`src/rtl/serial_sub_pkg.sv`:
```
// serial_sub_pkg: shared types and constants for the bit-serial subtractor.
// Holds the FSM state encoding and the default operand width.
package serial_sub_pkg;

  localparam int unsigned SERIAL_SUB_W = 8;

  typedef enum logic [1:0] {
    IDLE  = 2'd0,
    SHIFT = 2'd1,
    DONE  = 2'd2
  } state_t;

endpackage

```
`src/rtl/serial_subtractor_fs_cell.sv`:
```
// fs_cell: combinational single-bit full subtractor.
// Computes a - b - bi as a difference bit and a borrow out.
module fs_cell (
  input  logic a,
  input  logic b,
  input  logic bi,
  output logic d,
  output logic bo
);

  assign d  = a ^ b ^ bi;
  assign bo = (~a & b) | (~(a ^ b) & bi);

endmodule

```
`src/rtl/serial_subtractor.sv`:
```
// serial_subtractor: bit-serial d = a - b, LSB first, one bit per clock.
// Define SERIAL_SUB_OVF_EN to build the signed-overflow flag; otherwise ovf is 0.
module serial_subtractor
  import serial_sub_pkg::*;
#(
  parameter int unsigned W = SERIAL_SUB_W
) (
  input  logic         clk,
  input  logic         rst,
  input  logic         start,
  input  logic [W-1:0] a,
  input  logic [W-1:0] b,
  output logic         busy,
  output logic         done,
  output logic [W-1:0] d,
  output logic         bo,
  output logic         ovf
);

  localparam int unsigned CW = $clog2(W);
  localparam logic [CW-1:0] LAST = CW'(W - 1);

  state_t r_state;
  state_t w_next;

  logic [W-1:0]  r_sa;
  logic [W-1:0]  r_sb;
  logic [W-1:0]  r_d;
  logic [CW-1:0] r_cnt;
  logic          r_br;
  logic          r_bo;

  logic w_load;
  logic w_last;
  logic w_diff;
  logic w_bout;

  assign w_load = start &&
                  ((r_state == IDLE) || (r_state == DONE));
  assign w_last = (r_state == SHIFT) && (r_cnt == LAST);

  fs_cell u_cell (
    .a  (r_sa[0]),
    .b  (r_sb[0]),
    .bi (r_br),
    .d  (w_diff),
    .bo (w_bout)
  );

  // State register.
  always_ff @(posedge clk or posedge rst) begin
    if (rst) r_state <= IDLE;
    else     r_state <= w_next;
  end

  // Next-state: start only counts in IDLE/DONE; SHIFT runs W cycles.
  always_comb begin
    w_next = r_state;
    unique case (r_state)
      IDLE:    if (start) w_next = SHIFT;
      SHIFT:   if (w_last) w_next = DONE;
      DONE:    w_next = start ? SHIFT : IDLE;
      default: w_next = IDLE;
    endcase
  end

  // Moore outputs decoded from the current state.
  always_comb begin
    busy = 1'b0;
    done = 1'b0;
    unique case (r_state)
      SHIFT:   busy = 1'b1;
      DONE:    done = 1'b1;
      default: ;
    endcase
  end

  // Datapath: load operands, then feed the cell one bit pair per cycle.
  always_ff @(posedge clk or posedge rst) begin
    if (rst) begin
      r_sa  <= '0;
      r_sb  <= '0;
      r_d   <= '0;
      r_cnt <= '0;
      r_br  <= 1'b0;
      r_bo  <= 1'b0;
    end else if (w_load) begin
      r_sa  <= a;
      r_sb  <= b;
      r_d   <= '0;
      r_cnt <= '0;
      r_br  <= 1'b0;
    end else if (r_state == SHIFT) begin
      r_sa  <= {1'b0, r_sa[W-1:1]};
      r_sb  <= {1'b0, r_sb[W-1:1]};
      r_d   <= {w_diff, r_d[W-1:1]};
      r_br  <= w_bout;
      r_cnt <= r_cnt + CW'(1);
      if (w_last) r_bo <= w_bout;
    end
  end

  assign d  = r_d;
  assign bo = r_bo;

`ifdef SERIAL_SUB_OVF_EN
  logic r_ovf;

  // Signed overflow: borrow into the MSB differs from borrow out of it.
  always_ff @(posedge clk or posedge rst) begin
    if (rst)         r_ovf <= 1'b0;
    else if (w_last) r_ovf <= r_br ^ w_bout;
  end

  assign ovf = r_ovf;
`else
  assign ovf = 1'b0;
`endif

endmodule

```
`config.mk`:
```
export PLATFORM = sky130hd
export DESIGN_NAME = serial_subtractor
export DESIGN_NICKNAME = d
export VERILOG_FILES = /design/src/rtl/serial_sub_pkg.sv /design/src/rtl/serial_subtractor_fs_cell.sv /design/src/rtl/serial_subtractor.sv
export SDC_FILE = /design/constraint.sdc
export NUM_CORES = 1
export LEC_CHECK = 0
export ABC_CLOCK_PERIOD_IN_PS = 1700
export BUFFER_PORTS_ARGS = -buffer_cell sky130_fd_sc_hd__buf_4
export CAP_MARGIN = 20
export CORE_MARGIN = 4
export CORE_UTILIZATION = 30
export CTS_BUF_LIST = sky130_fd_sc_hd__clkbuf_8
export DETAILED_ROUTE_END_ITERATION = 16
export GPL_ROUTABILITY_DRIVEN = 0
export GPL_TIMING_DRIVEN = 0
export PLACE_DENSITY = 0.59
export SETUP_SLACK_MARGIN = 0.5
export SYNTH_ARGS = -nofsm -noshare
export SYNTH_HDL_FRONTEND = slang
export SYNTH_SLANG_ARGS = --single-unit
```
`constraint.sdc`:
```
create_clock -name clk -period 1.7 [get_ports clk]
set_input_delay 0.17 -clock clk [delete_from_list [all_inputs] [get_ports clk]]
set_output_delay 0.17 -clock clk [all_outputs]
set_load 0.02 [all_outputs]
```
### Word-level counts from Yosys, hierarchy flattened

Cells that the tools add are included.
W data, S select, Z words.

* equality and inequality tests: 5
* add/subtract/negate cells: 1
* multiplexer cells: 16
* bitwise operators: 8
* reduce and logical (&&, ||, !) cells: 7

Operators with widths (count)
* $mux W8: 6
* $mux W3: 2
* $pmux W2 S3: 1
* $mux W1: 5
* $mux W2: 2
* $ne A2 B2 Y1 const B: 2
* $add A3 B1 Y3 const B: 1
* $eq A3 B3 Y1 const B: 1
* $not A1 Y1: 3
* $reduce_and A3 Y1: 1
* $and A1 B1 Y1: 2
* $eq A2 B1 Y1 const B: 1
* $eq A2 B2 Y1 const B: 1
* $logic_and A1 B1 Y1: 2
* $logic_not A2 Y1: 1
* $reduce_and A2 Y1: 1
* $reduce_bool A2 Y1: 1
* $xor A1 B1 Y1: 2
* $logic_or A1 B1 Y1: 1
* $or A1 B1 Y1: 1

* output and inout port bits: 12
* register bits after elaboration: 31
* word-level logic and storage cells: 44
* bits of input ports: 19

### Longest topological paths before layout

* depth after elaboration: 6
* mapped depth: 5
* mapped depth without buffers: 5

### By module

From an unflattened synthesis, not the netlist that was laid out.

* cell total of the unflattened synthesis: 129
* area total of the unflattened synthesis: 1519.0 um^2

By module, submodules not included
* serial_subtractor: cells each 125, seq. area each 775.7 um^2, area each 1487.7 um^2, times used 1
* fs_cell: cells each 4, seq. area each 0.0 um^2, area each 31.3 um^2, times used 1

### Worst setup path after synthesis

OpenSTA, ideal clock, no wires.

* kind: register to register
* from: register r_br
* to: register r_d[7] (netlist: d[7])
* path slack: 0.312 ns
* arrival: 1.267 ns
* period minus slack after synthesis: 1.388 ns
* library setup time: 0.121 ns
* cell stages (with the launch flop): 5
* path through: dfrtp_1 > inv_1 > fa_1 > mux2_2 > a22o_1

* cells in the longest elaborated chain, start to end: 3

RTL lines
* start, declared: line serial_subtractor.sv:30 `logic r_br;`
* start signal, assigned: line serial_subtractor.sv:97 `r_br <= w_bout;`
* $xor A1 B1 Y1: line serial_subtractor_fs_cell.sv:11 `assign d = a ^ b ^ bi;`
* $mux W8: line serial_subtractor.sv:93 `end else if (r_state == SHIFT) begin`
* $mux W8: line serial_subtractor.sv:87 `end else if (w_load) begin`
* end signal, assigned: line serial_subtractor.sv:96 `r_d <= {w_diff, r_d[W-1:1]};`
* end, declared: line serial_subtractor.sv:28 `logic [W-1:0] r_d;`

Every way passes these cells. The select of a mux whose other input is x is not followed.
A chain may end at the register's enable or synchronous reset.

### Final worst setup path

* from: register r_sb[0]
* to: register r_d[7] (netlist: d[7])

* cells in the longest elaborated chain, start to end: 4

RTL lines
* start, declared: line serial_subtractor.sv:27 `logic [W-1:0] r_sb;`
* start signal, assigned: line serial_subtractor.sv:95 `r_sb <= {1'b0, r_sb[W-1:1]};`
* $xor A1 B1 Y1 (2 in a row): line serial_subtractor_fs_cell.sv:11
* $mux W8: line serial_subtractor.sv:93
* $mux W8: line serial_subtractor.sv:87

Every way passes these cells. The select of a mux whose other input is x is not followed.

==> out/summary.txt <==
status - finished, final reports clean
max cap viols - 0
share of flip-flops with an asynchronous set or reset - 100%
clock root cell - clkbuf_8
ys flop type - dfrtp_1
io pins - 31
final hold viol count - 0
Startpoint Class - flop
path category of the worst min-delay check - primary input to flop
crit path max fanout - 2
worst path arrival time - 1.57 ns
min Tclk post-route - 1.40 ns
clock skew - 0.00876 ns
GRT Util Overall - 11.3%
Vias - 1169
CP required - 1.87 ns
antenna violations before repair - 0
Vias/cell - 4.89
synth top area cells - dfrtp_1 (54%), a22o_1 (6.7%), mux2i_1 (5.6%), a21oi_1 (4.9%), o22ai_1 (3.5%)
r2r worst-path depth - 4
unrepaired setup endpoints after global routing - true
Reg clk slew, reported paths - 0.07 ns
drt initial violations - 69
R2R Path End - d[7]$_DFFE_PP0P_
Setup CP Type - flop to flop
Yosys top cell by area - dfrtp_1
Critical Path Max Stage Delay - 0.45 ns
synthesized instance count - 128
die span in x - 77.1 um
largest net degree at the start of global routing - 21
flop-to-flop setup slack - 0.30 ns
DP Wirelength - 2200 um
die height - 77.1 um
# port buffers - 29
H-tree levels - 2
Wirelength per Cell - 14.7 um
Max Clk Rate - 0.714 GHz
Leakage Power - 1.04 nW
Worst Setup EP - d[7]$_DFFE_PP0P_
Starting Density - 32.0%
cell with the most instances after synthesis - dfrtp_1
CTS Buf Count - 5
Cell variety after synth - 24
FF+latch count, synth - 31
Core Area - 4470 um^2
CP endpoint kind - flop
Crit-path slowest cell - fa_1
Clk Latency, worst-skew pair - 0.28 ns
DRC - 0
Finished Core Util - 48.7%
total wire length - 3520 um
CTS max path bufs - 2
remaining antenna violation count - 0
warnings from Yosys - 0
Synth top cells by count - dfrtp_1 (31), a21oi_1 (14), a22o_1 (11), inv_1 (11)
synth-to-layout area growth - 51.8%
iteration count of the initial detailed-routing pass - 4
sequential area share after synthesis - 54.1%
Max transition margin - 62.3%
Diodes inserted - 0
Rows - 24
Num Clock Sinks - 31
die area - 5950 um^2
crit-path cells - inv_2, fa_1, mux2_4, a22o_1
first-pass GRT wire length - 5450 um
Final #Nets - 208
pwr/cell area - 1870 nW/um^2
Final period util - 82.4%
synthesized area - 1430 um^2
Synth top area share - 54.1%
CTS tree - done
setup_tns - 0 ns
Overflow after GRT - 0
launch point of the worst path - r_sb[0]$_DFFE_PP0P_
Slew @ Worst Pin - 0.564 ns
layout cells sized above 1 - 45.5%
Peak VDD IR - 0.623 mV
Mapped Avg Cell Area - 11.2 um^2
syn_nets - 150
Post-synth EDFFs - 0
Crit Reg-Reg Startpoint - r_sb[0]$_DFFE_PP0P_
# setup viols final - 0
vias in the first global route - 1166
Slew Limit Fails - 0
-- through the flow --
stage | std cells | cell area [um^2] | hold WS (ns) | total power [mW] | setup slack [ns]
after floorplan | 128 | 1450 | 0.274 | 2.31 | 0.312
after global placement | 209 | 1740 | 0.440 | 2.70 | 0.277
after detailed placement | 210 | 1760 | 0.264 | 2.77 | 0.266
after CTS | 232 | 2070 | 0.155 | 3.90 | 0.297
after global routing | 239 | 2180 | 0.153 | 4.32 | 0.262
final | 239 | 2180 | 0.156 | 4.06 | 0.300
-- where the power goes --
group          total, mW  switching (mW)  internal [mW]
Sequential          1.31           0.231           1.08
Clock              0.751           0.277          0.474
Combinational       2.00           0.897           1.11
-- state kept, by name, indices dropped and copies added (netlist names) --
register  flops
d             8
bo            1
r_sb          8
r_br          1
r_cnt         3
r_state       2
r_sa          8
-- cells by family after synthesis --
| family | synth area share, % |
|---|---|
| adder cells (fa/ha/maj) | 3.14 |
| AND/OR/NAND/NOR | 6.11 |
| multiplexers | 7.94 |
| AO/OA/AOI/OAI | 21.0 |
| flip-flops | 54.1 |
| other | 0.262 |
| buffers and inverters | 7.42 |
-- repair_timing --
| item | CTS | global route |
|---|---|---|
| pin swaps | 4 | 6 |
| endpoints found under the setup margin | 23 | 31 |
| buffers inserted | 13 | 6 |
| gates cloned | 0 | 1 |
| endpoints found under the hold margin | 11 | 0 |
| hold buffers | 1 | 0 |
| resized for setup | 24 | 19 |
-- how the worst min path moves through the flow --
stage / endpoint / depth (start not counted) / from
3_5_place_dp: r_sa[7]$_DFFE_PP0P_ / 2 / rst
4_1_cts: r_sb[4]$_DFFE_PP0P_ / 3 / b[4]
3_3_place_gp: r_sb[3]$_DFFE_PP0P_ / 3 / b[3]
6_report: r_sa[0]$_DFFE_PP0P_ / 3 / a[0]
2_1_floorplan: bo$_DFFE_PP0P_ / 1 / rst
5_1_grt: r_sb[4]$_DFFE_PP0P_ / 3 / b[4]
-- layout by cell type (no fill, tap or decap), types with 2 or more instances in the layout --
| cell type | count |
|---|---|
| inv_1 | 9 |
| a21oi_1 | 14 |
| buf_4 | 38 |
| nand2_1 | 2 |
| buf_2 | 3 |
| dfrtp_1 | 31 |
| nand3_1 | 2 |
| inv_2 | 2 |
| nor2b_1 | 6 |
| buf_8 | 2 |
| o21ai_0 | 3 |
| clkbuf_8 | 6 |
| mux2_4 | 3 |
| buf_6 | 16 |
| a22o_1 | 11 |
| a211oi_2 | 5 |
| o22ai_1 | 8 |
| mux2i_1 | 8 |
| o21ai_1 | 2 |
-- layout make-up --
| cell class | instances | area [um^2] |
|---|---|---|
| plain buffers | 10 | 97.6 |
| clock buffers | 6 | 82.6 |
| flip-flops and latches | 31 | 776 |
| fillers | 394 | 2300 |
| well taps | 52 | 65.1 |
| multi-input cells | 75 | 618 |
| clock inverters | 2 | 35.0 |
| repair buffers | 51 | 450 |
| inverters | 12 | 52.6 |
-- worst max-delay path: cells and delay by family (launching register included) --
family	cells	cell delay, ns
flops	1	0.34
fa+ha+maj	1	0.45
compound gates	1	0.17
mux	1	0.27
buf+inv	1	0.05
-- routing by layer --
layer	track usage, %	wire, um	vias to the layer above
met5	0	0	-
met2	17.4	1710	28
met3	4.10	191	5
met4	4.27	36	0
met1	14.5	1580	572
li1	-	-	564
Power figures use the tool's default switching activity.
